`config.mk`:
```
export PLATFORM = sky130hd
export DESIGN_NAME = i2c_target_regs
export DESIGN_NICKNAME = d
export VERILOG_FILES = /design/src/rtl/i2c_target_pkg.sv /design/src/rtl/i2c_bus_sync.sv /design/src/rtl/i2c_target_regs.sv
export SDC_FILE = /design/constraint.sdc
export NUM_CORES = 1
export LEC_CHECK = 0
export BUFFER_PORTS_ARGS = -buffer_cell sky130_fd_sc_hd__buf_2
export CELL_PAD_IN_SITES_DETAIL_PLACEMENT = 1
export CELL_PAD_IN_SITES_GLOBAL_PLACEMENT = 2
export CORE_UTILIZATION = 45
export CTS_CLUSTER_SIZE = 25
export DETAILED_ROUTE_END_ITERATION = 8
export GPL_TIMING_DRIVEN = 0
export PLACE_DENSITY = 0.86
export SYNTH_ARGS = -nofsm -noshare
export SYNTH_HDL_FRONTEND = slang
export SYNTH_HIERARCHICAL = 1
export SYNTH_SLANG_ARGS = --single-unit
```
`constraint.sdc`:
```
create_clock -name wb_clk -period 4.44 [get_ports wb_clk]
set_input_delay 0.222 -clock wb_clk [delete_from_list [all_inputs] [get_ports wb_clk]]
set_output_delay 0.222 -clock wb_clk [all_outputs]
set_load 0.05 [all_outputs]
```
`src/rtl/i2c_target_pkg.sv`:
```
// Shared definitions for the I2C target register block: FSM states and register-file size.
package i2c_target_pkg;

    localparam int NREGS = 16;

    typedef enum logic [3:0] {
        IDLE,
        ADDR,
        ADDR_ACK,
        PTR,
        PTR_ACK,
        WDATA,
        WDATA_ACK,
        RDATA,
        RDATA_ACK,
        IGNORE
    } state_t;

    // Register pointer advances modulo NREGS.
    function automatic logic [3:0] ptr_next(input logic [3:0] p);
        return p + 4'd1;
    endfunction

endpackage

```
`src/rtl/i2c_bus_sync.sv`:
```
// Synchronises the SCL/SDA pads and flags SCL edges plus START/STOP bus conditions.
module i2c_bus_sync #(
    parameter int SYNC_STAGES = 2
) (
    input  logic clk,
    input  logic rst,
    input  logic scl_pad,
    input  logic sda_pad,
    output logic sda,
    output logic scl_rise,
    output logic scl_fall,
    output logic start,
    output logic stop
);

    logic [SYNC_STAGES-1:0] scl_ff;
    logic [SYNC_STAGES-1:0] sda_ff;
    logic                   scl_s;
    logic                   scl_d;
    logic                   sda_d;

    // Flops reset to 1 so an idle (pulled-up) bus produces no edges after reset.
    always_ff @(posedge clk) begin
        if (rst) begin
            scl_ff <= '1;
            sda_ff <= '1;
            scl_d  <= 1'b1;
            sda_d  <= 1'b1;
        end else begin
            scl_ff <= {scl_ff[SYNC_STAGES-2:0], scl_pad};
            sda_ff <= {sda_ff[SYNC_STAGES-2:0], sda_pad};
            scl_d  <= scl_ff[SYNC_STAGES-1];
            sda_d  <= sda_ff[SYNC_STAGES-1];
        end
    end

    assign scl_s    = scl_ff[SYNC_STAGES-1];
    assign sda      = sda_ff[SYNC_STAGES-1];
    assign scl_rise = scl_s & ~scl_d;
    assign scl_fall = ~scl_s & scl_d;
    assign start    = scl_s & scl_d & ~sda & sda_d;
    assign stop     = scl_s & scl_d & sda & ~sda_d;

endmodule

```
`src/rtl/i2c_target_regs.sv`:
```
// I2C target exposing 16 x 8-bit registers with an auto-incrementing pointer and a local port.
module i2c_target_regs
    import i2c_target_pkg::*;
#(
    parameter logic [6:0] I2C_ADDR    = 7'h48,
    parameter int         SYNC_STAGES = 2
) (
    input  logic       wb_clk,
    input  logic       wb_rst,
    input  logic       scl_i,
    input  logic       sda_i,
    output logic       sda_oe_o,
    input  logic [3:0] loc_addr,
    input  logic       loc_we,
    input  logic [7:0] loc_wdata,
    output logic [7:0] loc_rdata,
    output logic       wr_pulse_o,
    output logic [3:0] wr_idx_o,
    output logic       busy_o,
    output logic [3:0] dbg_state
);

    logic       sda, scl_rise, scl_fall, start, stop;
    state_t     state, state_n;
    logic [3:0] cnt, cnt_n;
    logic [7:0] sh, sh_n;
    logic [3:0] ptr, ptr_n, ptr_inc;
    logic       oe, oe_n;
    logic       rw, rw_n;
    logic       nack, nack_n;
    logic       busy, busy_n;
    logic       commit;
    logic       wr_pulse;
    logic [3:0] wr_idx;
    logic [7:0] regs [NREGS];

    i2c_bus_sync #(.SYNC_STAGES(SYNC_STAGES)) u_sync (
        .clk      (wb_clk),
        .rst      (wb_rst),
        .scl_pad  (scl_i),
        .sda_pad  (sda_i),
        .sda      (sda),
        .scl_rise (scl_rise),
        .scl_fall (scl_fall),
        .start    (start),
        .stop     (stop)
    );

    assign ptr_inc = ptr_next(ptr);

    always_ff @(posedge wb_clk) begin
        if (wb_rst) begin
            state    <= IDLE;
            cnt      <= '0;
            sh       <= '0;
            ptr      <= '0;
            oe       <= 1'b0;
            rw       <= 1'b0;
            nack     <= 1'b0;
            busy     <= 1'b0;
            wr_pulse <= 1'b0;
            wr_idx   <= '0;
        end else begin
            state    <= state_n;
            cnt      <= cnt_n;
            sh       <= sh_n;
            ptr      <= ptr_n;
            oe       <= oe_n;
            rw       <= rw_n;
            nack     <= nack_n;
            busy     <= busy_n;
            wr_pulse <= commit;
            if (commit) wr_idx <= ptr;
        end
    end

    // Local write is applied after the I2C commit so it wins on an index collision.
    always_ff @(posedge wb_clk) begin
        if (wb_rst) begin
            for (int i = 0; i < NREGS; i++) regs[i] <= '0;
        end else begin
            if (commit) regs[ptr] <= sh;
            if (loc_we) regs[loc_addr] <= loc_wdata;
        end
    end

    // sda_oe only changes on SCL falls (or START/STOP/reset release), keeping SDA stable while SCL is high.
    always_comb begin
        state_n = state;
        cnt_n   = cnt;
        sh_n    = sh;
        ptr_n   = ptr;
        oe_n    = oe;
        rw_n    = rw;
        nack_n  = nack;
        busy_n  = busy;
        commit  = 1'b0;
        if (stop) begin
            state_n = IDLE;
            oe_n    = 1'b0;
            busy_n  = 1'b0;
        end else if (start) begin
            state_n = ADDR;
            cnt_n   = '0;
            oe_n    = 1'b0;
        end else begin
            case (state)
                ADDR, PTR, WDATA: begin
                    if (scl_rise && cnt != 4'd8) begin
                        sh_n  = {sh[6:0], sda};
                        cnt_n = cnt + 4'd1;
                    end else if (scl_fall && cnt == 4'd8) begin
                        cnt_n = '0;
                        if (state == ADDR) begin
                            if (sh[7:1] == I2C_ADDR) begin
                                state_n = ADDR_ACK;
                                oe_n    = 1'b1;
                                rw_n    = sh[0];
                                busy_n  = 1'b1;
                            end else begin
                                state_n = IGNORE;
                            end
                        end else if (state == PTR) begin
                            state_n = PTR_ACK;
                            oe_n    = 1'b1;
                            ptr_n   = sh[3:0];
                        end else begin
                            state_n = WDATA_ACK;
                            oe_n    = 1'b1;
                            commit  = 1'b1;
                            ptr_n   = ptr_inc;
                        end
                    end
                end
                ADDR_ACK: begin
                    if (scl_fall) begin
                        if (rw) begin
                            state_n = RDATA;
                            sh_n    = regs[ptr];
                            oe_n    = ~regs[ptr][7];
                        end else begin
                            state_n = PTR;
                            oe_n    = 1'b0;
                        end
                    end
                end
                PTR_ACK, WDATA_ACK: begin
                    if (scl_fall) begin
                        state_n = WDATA;
                        oe_n    = 1'b0;
                    end
                end
                RDATA: begin
                    if (scl_rise && cnt != 4'd8) begin
                        cnt_n = cnt + 4'd1;
                    end else if (scl_fall && cnt == 4'd8) begin
                        state_n = RDATA_ACK;
                        oe_n    = 1'b0;
                        cnt_n   = '0;
                    end else if (scl_fall && cnt != 4'd0) begin
                        sh_n = {sh[6:0], 1'b0};
                        oe_n = ~sh[6];
                    end
                end
                RDATA_ACK: begin
                    if (scl_rise) begin
                        nack_n = sda;
                    end else if (scl_fall) begin
                        if (nack) begin
                            state_n = IGNORE;
                        end else begin
                            state_n = RDATA;
                            ptr_n   = ptr_inc;
                            sh_n    = regs[ptr_inc];
                            oe_n    = ~regs[ptr_inc][7];
                        end
                    end
                end
                default: ;
            endcase
        end
    end

    assign sda_oe_o   = oe;
    assign loc_rdata  = regs[loc_addr];
    assign wr_pulse_o = wr_pulse;
    assign wr_idx_o   = wr_idx;
    assign busy_o     = busy;
    assign dbg_state  = state;

endmodule

```
==> summary.txt <==
Power Density: 346.2 nW/um^2
largest family of logic cells by synthesized area: multiplexers
IO Count: 36
clk slew on worst S/H paths: 0.07 ns
CTS tree: built
VDD IR max: 0.0002393 V
Netlist Area Pre-Place: 10630 sq um
ys flop type: edfxtp_1
Synth top cells by count: a22o_1 (128), edfxtp_1 (128), mux4_2 (104)
CP max FO: 10
Max Clock Skew: 0.01110 ns
EDFF count, synth: 128
WL/cell: 33.21 um
DIE HEIGHT: 155.7 um
Fill cells: 2316
Starting Density: 46.40%
post-route insts no fill: 1184
Placement Cell Area: 11150 sq um
largest net degree at the start of global routing: 17
RSZ-0062 raised after global routing: no
Design Area, Final: 11790 sq um
worst path arrival time: 4.32 ns
DRT Wirelength: 39320 um
width of the die: 155.7 um
worst path bufs/invs: 5
Area Growth Syn to Fin: 10.91%
fraction of layout cells with a size suffix above 1: 23.88%
Multi-input gate area: 5654 sq um
register area: 4624 sq um
Min Hold Slack: 0.02715 ns
TNS Setup: 0 ns
ANT cells: 0
Crit-path slowest cell: buf_1
synth unique cells: 62
H-tree lvl count: 4
critical path's top delay family: buffers and inverters
area leader, netlist: edfxtp_1
Placeable Area: 22920 sq um
f_max: 253.3 MHz
clk sinks: 167
Setup violations, final: 0
adder-cell share of the synthesized area: 0.7060%
Levels on crit path: 11
full die area: 24250 sq um
FP Rows: 55
DR pass1 iterations: 5
ANT nets after route: 0
Synth Register Bits: 167
critical path endpoint category: flop
Least-Margin Pin Slew: 1.360 ns
overall routing resource usage: 34.05%
Post-Synth Simple-Gate Area: 9.813%
fin nets: 881
initial drt markers: 1105
Layout Utilization: 51.47%
critical-path cell list: buf_2 > clkbuf_2 > inv_1 > ha_1 > clkbuf_1 > buf_1 > mux4_2 > mux2_2 > o211ai_1 > a211oi_1 > nor3_1
hold path cells: 2
Tmin final: 3.948 ns
DR vias: 8606
status: complete, no violations
first-pass GRT wire length: 59220 um
Synth async-reset ratio: 0%
vias per inst: 7.269
fin crit share: 88.91%
final hold vios: 0
Max Cap Viol: 0
GP Congestion: 0.9885
R2R depth: 11
share of the synthesized area in the top cell type: 36.15%
vias in the first global route: 8823
Mapped Avg Cell Area: 13.06 sq um
synth warn: 6
Mapped Cells: 814
# DRC: 0
Setup crit start kind: flop
Root Driver: clkbuf_16
kind of critical path: flop to flop
Placed Cells: 1150
Compound-Gate Fraction of Synth Area: 16.91%
gr ovfl total: 0
dpl hpwl: 29720 um
Syn Nets: 837
Synth Area in XOR/XNOR: 0.4000%
Final Slew Violations: 0
number of antenna violations at the first check in global routing: 1
slowest stage delay, CP: 0.58 ns
Leakage: 3.747 nW
post-synthesis sequential area ratio: 43.49%
mux cell area share after synthesis: 25.06%
Hold Path Class: input pin to flop
CTS buffer count: 17
normalized max-slew margin: 9.124%
Clock Tree Buf Depth: 2
clock insertion delay at the later pin of the skew report: 0.45 ns
synth top area cells: edfxtp_1 (36%), mux4_2 (22%), a22o_1 (11%)
port buffer count: 23
CP Data Required Time: 4.81 ns
what timing repair did:
item,4_1_cts,5_1_grt
hold buffers,2,0
setup buffers,0,0
endpoints found under the setup margin,0,1
endpoints found under the hold margin,2,0
gates resized for setup,0,2
area by class of cell:
| type | instances | area share (%) |
|---|---|---|
| clock inverters | 13 | 1.432 |
| well taps | 313 | 3.321 |
| clock buffers | 19 | 3.671 |
| repair buffers | 25 | 1.146 |
| plain buffers | 86 | 2.896 |
| flip-flops and latches | 167 | 39.21 |
| inverters | 12 | 0.3819 |
| multi-input cells | 549 | 47.94 |
layer usage:
layer,part of all wire [%],vias to the layer above,global-route usage (%)
li1,-,3471,-
met1,37,4440,43.33
met2,49,580,56.22
met3,10,113,7.444
met4,3.5,2,14.57
met5,0.023,-,0
cell families (layout without fill, tap and decap cells):
| group | Yosys count | in the layout |
|---|---|---|
| and+or+nand+nor | 181 | 181 |
| AOI/OAI and AO/OA | 224 | 224 |
| DFF | 167 | 167 |
| buffers and inverters | 98 | 155 |
| muxes | 134 | 134 |
| adders and majority gates | 6 | 6 |
| xor gates and xnor gates | 4 | 4 |
power by group:
group / total (W) / switching, W / internal, W
Sequential: 0.00185 / 0.0000827 / 0.00177
Clock: 0.00159 / 0.000698 / 0.000895
Combinational: 0.000641 / 0.000412 / 0.000229
final timing paths:
kind / startpoint / end / slack, ns
hold reg to reg: u_sync/sda_ff[0] / u_sync/sda_ff[1] / 0.41
setup / recovery: ptr[0] / sda_oe_o / 0.49
setup reg to reg: ptr[0] / sda_oe_o / 0.49
hold / removal: wb_rst / u_sync/sda_ff[0] / 0.03
placed cells by master (no fill, tap or decap), types with 11 or more instances in the layout:
cell         n
nor2_1      46
inv_1       12
mux4_2     104
mux2_2      18
buf_2       31
mux2i_1     12
clkbuf_16   17
nand3_1     11
o21ai_0     14
clkbuf_1    62
nand2b_1    12
a21oi_1     22
edfxtp_1   128
dfxtp_1     39
buf_1       16
a211o_1     16
a22o_1     128
nor3_1      18
a211oi_1    12
nand2_1     30
state kept, by name, indices dropped and copies added (netlist names), named ones only:
signal and cells:
sda_oe_o 1, regs 128, dbg_state 4, wr_idx_o 4, cnt 4, busy_o 1
u_sync/scl_ff 2, u_sync/sda_d 1, ptr 4, u_sync/sda_ff 2, sh 8, wr_pulse_o 1
u_sync/scl_d 1, nack 1, rw 1
metrics by stage:
step | total power [W] | setup slack, ns
after floorplan | 0.002280 | 1.289
after CTS | 0.004060 | 0.2012
after detailed placement | 0.002502 | 0.2158
after global placement | 0.002475 | 0.3658
final | 0.004083 | 0.4922
after global routing | 0.004171 | 0.2406
(Power assumes the default switching activity.)
